**config.mk**
```make
export PLATFORM = sky130hd
export DESIGN_NAME = stream_decrypt_stream_i
export DESIGN_NICKNAME = d
export VERILOG_FILES = /design/src/rtl/stream_I_pkg.sv /design/src/rtl/stream_decrypt_stream_i_fifo.sv /design/src/rtl/stream_decrypt_stream_i.sv
export SDC_FILE = /design/constraint.sdc
export NUM_CORES = 1
export LEC_CHECK = 0
export BUFFER_PORTS_ARGS = -buffer_cell sky130_fd_sc_hd__buf_2
export CAP_MARGIN = 20
export CORE_MARGIN = 1
export CORE_UTILIZATION = 30
export CTS_BUF_LIST = sky130_fd_sc_hd__clkbuf_16
export DETAILED_ROUTE_END_ITERATION = 8
export GPL_TIMING_DRIVEN = 0
export PLACE_DENSITY_LB_ADDON = 0.1
export RECOVER_POWER = 25
export SLEW_MARGIN = 25
export SYNTH_ARGS = -nofsm -noshare
export SYNTH_HDL_FRONTEND = slang
export SYNTH_SLANG_ARGS = --single-unit
export TNS_END_PERCENT = 50
```
**constraint.sdc**
```tcl
create_clock -name clk -period 4.35 [get_ports clk]
set_input_delay 0.6525 -clock clk [delete_from_list [all_inputs] [get_ports clk]]
set_output_delay 0.6525 -clock clk [all_outputs]
set_load 0.01 [all_outputs]
```
**src/rtl/stream_I_pkg.sv**
```systemverilog
// Shared types and defaults for the stream_I receiver blocks.
package stream_I_pkg;

    localparam int WORD_W    = 32;
    localparam int DEF_DEPTH = 4;
    localparam int DEF_CNT_W = 16;

    typedef enum logic [1:0] {
        IDLE = 2'd0,
        RUN  = 2'd1,
        ERR  = 2'd2
    } state_t;

endpackage

```
**src/rtl/stream_decrypt_stream_i_fifo.sv**
```systemverilog
// Keystream word FIFO; pointers carry an extra wrap bit so full and empty
// are distinguishable without a separate occupancy register.
module ks_fifo_stream_I
    import stream_I_pkg::*;
#(
    parameter int DEPTH = DEF_DEPTH
) (
    input  logic                      clk,
    input  logic                      reset,
    input  logic                      clear,
    input  logic                      push,
    input  logic [WORD_W-1:0]         din,
    input  logic                      pop,
    output logic [WORD_W-1:0]         dout,
    output logic                      full,
    output logic                      empty,
    output logic [$clog2(DEPTH):0]    count
);

    localparam int AW = $clog2(DEPTH);
    localparam logic [AW:0] FULL_LVL = (AW + 1)'(DEPTH);

    logic [WORD_W-1:0] mem [DEPTH];
    logic [AW:0]       wr_ptr;
    logic [AW:0]       rd_ptr;

    always_ff @(posedge clk) begin
        if (reset || clear) begin
            wr_ptr <= '0;
            rd_ptr <= '0;
        end else begin
            if (push) wr_ptr <= wr_ptr + (AW + 1)'(1);
            if (pop)  rd_ptr <= rd_ptr + (AW + 1)'(1);
        end
    end

    // Storage is not reset; the pointers alone define what is valid.
    always_ff @(posedge clk) begin
        if (push) mem[wr_ptr[AW-1:0]] <= din;
    end

    assign dout  = mem[rd_ptr[AW-1:0]];
    assign count = wr_ptr - rd_ptr;
    assign full  = (count == FULL_LVL);
    assign empty = (wr_ptr == rd_ptr);

endmodule

```
**src/rtl/stream_decrypt_stream_i.sv**
```systemverilog
// Pairs buffered keystream words with incoming ciphertext and delivers the XOR
// as plaintext; flags keystream overflow as a loss of synchronisation.
//
// state | meaning
// IDLE  | waiting for start; no keystream accepted, ct_ready low
// RUN   | keystream buffered, ciphertext decrypted one word per cycle
// ERR   | keystream overflowed; only a held plaintext word may drain
module stream_decrypt_stream_i
    import stream_I_pkg::*;
#(
    parameter int DEPTH = DEF_DEPTH,
    parameter int CNT_W = DEF_CNT_W
) (
    input  logic                clk,
    input  logic                reset,
    input  logic                start,
    input  logic                ks_valid,
    input  logic [WORD_W-1:0]   ks_in,
    input  logic                ct_valid,
    input  logic [WORD_W-1:0]   ct_data,
    output logic                ct_ready,
    output logic                pt_valid,
    output logic [WORD_W-1:0]   pt_data,
    input  logic                pt_ready,
    output logic                err,
    output logic [CNT_W-1:0]    pt_count
);

    localparam int AW = $clog2(DEPTH);
    localparam logic [AW:0] FULL_LVL = (AW + 1)'(DEPTH);

    state_t            state_q;
    state_t            state_d;
    logic              fifo_push;
    logic              fifo_pop;
    logic              fifo_full;
    logic              fifo_empty;
    logic [AW:0]       fifo_count;
    logic [WORD_W-1:0] fifo_dout;
    logic              ct_fire;
    logic              pt_fire;
    logic              overflow;

    ks_fifo_stream_I #(.DEPTH(DEPTH)) u_fifo (
        .clk   (clk),
        .reset (reset),
        .clear (start),
        .push  (fifo_push),
        .din   (ks_in),
        .pop   (fifo_pop),
        .dout  (fifo_dout),
        .full  (fifo_full),
        .empty (fifo_empty),
        .count (fifo_count)
    );

    always_ff @(posedge clk) begin
        if (reset) state_q <= IDLE;
        else       state_q <= state_d;
    end

    always_comb begin
        state_d = state_q;
        if (start) begin
            state_d = RUN;
        end else if (state_q == RUN && overflow) begin
            state_d = ERR;
        end
    end

    // A start cycle accepts nothing, so no ciphertext word is lost to the clear.
    always_comb begin
        ct_ready  = 1'b0;
        fifo_push = 1'b0;
        overflow  = 1'b0;
        if (state_q == RUN && !start) begin
            ct_ready  = !fifo_empty && (!pt_valid || pt_ready);
            fifo_push = ks_valid && ((fifo_count != FULL_LVL) || (ct_valid && ct_ready));
            overflow  = ks_valid && fifo_full && !(ct_valid && ct_ready);
        end
    end

    assign ct_fire  = ct_valid && ct_ready;
    assign pt_fire  = pt_valid && pt_ready;
    assign fifo_pop = ct_fire;

    always_ff @(posedge clk) begin
        if (reset) begin
            pt_valid <= 1'b0;
            pt_data  <= '0;
            pt_count <= '0;
            err      <= 1'b0;
        end else if (start) begin
            pt_valid <= 1'b0;
            pt_count <= '0;
            err      <= 1'b0;
        end else begin
            if (ct_fire) begin
                pt_valid <= 1'b1;
                pt_data  <= ct_data ^ fifo_dout;
            end else if (pt_fire) begin
                pt_valid <= 1'b0;
            end
            if (pt_fire)  pt_count <= pt_count + CNT_W'(1);
            if (overflow) err      <= 1'b1;
        end
    end

endmodule

```
==> summary.md <==
| Metric | Value |
|---|---|
| Pleak | between 0.003 and 0.004 uW |
| Cell variety after synth | 38 |
| Slew @ Worst Pin | ~0.73 ns |
| Hold Crit Class | primary input to register |
| Die area | between 20,000 and 30,000 um^2 |
| WP data required | 4.53 ns |
| Crit Path Category | register to register |
| Pin count of the biggest net entering global routing | 22 |
| Register share of total power | between 50% and 60% |
| Top cell type by total area after synthesis | edfxtp_1 |
| Yosys Warn Count | 0 |
| Grt ovf | 0 |
| Worst r2r src | u_fifo.wr_ptr[0]$_SDFFE_PP0N_ |
| Layout cell share with drive strength beyond 1 | 30.9% |
| Min cycle time layout | 2.74 ns |
| Io pins | roughly 120 |
| CP endpoint kind | register |
| Clock power frac | 44.2% |
| Post-synth top cells | 128 x edfxtp_1, 60 x dfxtp_1, 46 x nor2_1 |
| CP max FO | 19 |
| Worst vdd ir | roughly 210 uV |
| H-tree levels | 4 |
| Internal power | slightly below 3000 uW |
| Initial antenna violation count | 2 |
| Post-route ant nets | 0 |
| # diodes | 0 |
| Most used DFF post-synth | edfxtp_1 |
| Hold wc startpoint | ks_in[10] |
| Initial Utilization | 30.9% |
| DRC | 0 |
| Root Buffer | clkbuf_16 |
| Later-pin clock latency in the skew report | about 0.43 ns |
| Total of max-cap violations | 0 |
| RSZ-0062 raised after global routing | no |
| Yosys reg bits | approximately 190 |
| Final worst-path cycle share | 63.0% |
| Die H | approximately 160 um |
| Cells after Synth | roughly 450 |
| TritonCTS clock tree | yes |
| Hold buffer count at CTS | 0 |
| NetSw | between 700 and 800 uW |
| Num CTS Buffers | 17 |
| GRT Overall Usage | between 10% and 20% |
| Async S/R FF share, synth | 0% |
| Routability cong. | between 0.7 and 0.8 |
| Final #Nets | around 680 |
| Core box area | approximately 24,000 um^2 |
| Final core occ | 38.1% |
| Final Cell Area | between 9000 and 10,000 um^2 |
| Top cells by area, synth | edfxtp_1 52%, dfxtp_1 16%, mux4_2 9.8%, xnor2_1 4.4%, a211oi_1 2.5% |
| Syn avg cell area | 16.1 um^2 |
| Clock slew at reported path FFs | approximately 0.07 ns |
| Final Hold Vio Count | 0 |
| Die span in x | roughly 160 um |
| First-pass GRT wire length | about 24,000 um |
| Sw frac | about 20% |
| CP Data Arrival Time | just under 3 ns |
| DP HPWL | approximately 11,000 um |
| Wirelength per Cell | about 17 um |
| Area post-placement | 8440 um^2 |
| Syn nets | approximately 530 |
| Area share of the largest cell type after synthesis | between 50 and 60% |
| Post-Syn Area | ~7300 um^2 |
| Initial DRT Pass Iterations | 4 |
| Vias in the first global route | ~4.4k |
| Setup Buffers After CTS | 0 |
| Row count | between 50 and 60 |
| Final Skew | around 0.017 ns |
| Final Slew Violations | 0 |
| Crit path from | u_fifo.wr_ptr[0]$_SDFFE_PP0N_ |
| Final setup violation count | 0 |
| PwrDens | 402 nW/um^2 |
| Count of flip-flops with a built-in enable after synthesis | about 130 |
| P&R area growth vs syn | 23.2% |
| Logic gate share of total power | under 10% |
| Max transition margin | 51.2% |
| DRT iter0 DRCs | 197 |
| Most frequent cell after synthesis | edfxtp_1 |
| Fmax | roughly 360 MHz |
| Sequential fraction of the synthesis area | between 60 and 70% |
| Post_cts resized | 0 |
| Drt total wl | about 16,000 um |
| Vias after detailed routing | around 4.2k |
| Critical path launch point type | register |
| Sink Count | 188 |
| Port buffer count | 119 |
| DR vias/cell | approximately 4.6 |
| Run status | complete, no violations |
| Clock buffer depth | 2 |
==> power groups by stage <==
stage | Clock [uW] | Combinational, uW | Sequential, uW
final | 1600 | 106 | 1920
after global routing | 1720 | 118 | 1920
after CTS | 1650 | 111 | 1920
after detailed placement | 0 | 111 | 1960
after global placement | 0 | 105 | 1960
after floorplan | 0 | 47.3 | 1960
==> stage by stage <==
stage / setup slack [ns] / cells / hold WS (ns) / setup TNS [ns] / power, uW
global placement: -2.84 / 892 / 0.461 / -92.33 / 2060
floorplan: 0.171 / 454 / 0.464 / 0 / 2010
global route: 1.36 / 930 / 0.443 / 0 / 3750
detailed placement: 1.26 / 898 / 0.466 / 0 / 2070
finish: 1.61 / 930 / 0.452 / 0 / 3630
CTS: 1.55 / 930 / 0.411 / 0 / 3680
==> metal layers <==
layer / share of wire (%) / wire, um / track usage [%]
met1: 43 / 6960 / 15.8
met2: 51 / 8180 / 23.9
met3: 4.2 / 677 / 3.51
met4: 1.1 / 179 / 4.95
met5: 0.081 / 13 / 0
==> final cells by class <==
cell class | instances | area [um^2]
tap | 319 | 399
buffer | 20 | 110
sequential | 188 | 5040
clock inverter | 14 | 164
clock buffer | 18 | 450
timing repair buffer | 125 | 672
multi-input combinational | 239 | 2160
inverter | 7 | 26.3
fill | 2301 | 14700
==> cells by family (layout without fill, tap and decap cells) <==
family                   Yosys count  after routing  synth area share, %
multiplexers                      35             35                 10.2
buffers and inverters             27            184                 1.86
adder cells (fa/ha/maj)            8              8                 1.37
XOR/XNOR                          44             44                 5.36
flip-flops                       188            188                 68.9
AO/OA/AOI/OAI                     57             57                 6.10
AND/OR/NAND/NOR                   95             95                 6.18
==> cells in the final DEF, fill, tap and decap left out, drive strengths merged, types with 2 or more instances in the layout <==
| cell type | netlist | final |
|---|---|---|
| and3 | 3 | 3 |
| nor2 | 46 | 46 |
| and4 | 3 | 3 |
| buf | 14 | 113 |
| nand3 | 6 | 6 |
| nand2 | 13 | 13 |
| xor2 | 7 | 7 |
| nand4 | 5 | 5 |
| o21a | 2 | 2 |
| mux2i | 3 | 3 |
| ha | 8 | 8 |
| xnor2 | 37 | 37 |
| dfxtp | 60 | 60 |
| edfxtp | 128 | 128 |
| inv | 7 | 14 |
| or3 | 7 | 7 |
| nor4bb | 2 | 2 |
| and2 | 4 | 4 |
| mux4 | 32 | 32 |
| a21oi | 10 | 10 |
| nor3 | 2 | 2 |
| bufinv | 0 | 3 |
| clkinv | 0 | 3 |
| clkbuf | 6 | 50 |
| a211oi | 34 | 34 |
| o21ai | 6 | 6 |
==> critical path, cell delays in order, from the launching register on <==
cell and delay (ns):
dfxtp_1 0.39, inv_1 0.11, ha_1 0.28, nand2_1 0.13, o41ai_1 0.58, a21oi_1 0.23, and2_2 0.49, buf_16 0.27
==> sequential cells by signal, summed over array words and instances (netlist names), named ones only <==
name	count
state_q	2
err	1
u_fifo.wr_ptr	3
u_fifo.rd_ptr	3
pt_valid	1
pt_count	16
u_fifo.mem	128
pt_data	32
==> path summary, 6_finish.rpt <==
check / slack, ns / depth (start not counted) / end
worst min-delay path: 0.45 / 1 / u_fifo.mem[2][10]$_DFFE_PP_
worst max-delay path: 1.61 / 7 / u_fifo.mem[0][10]$_DFFE_PP_
worst min register to register: 0.47 / 1 / err$_SDFFE_PP0P_
worst max register to register: 1.61 / 7 / u_fifo.mem[0][10]$_DFFE_PP_
No activity file was read; power rests on OpenSTA's default activity.
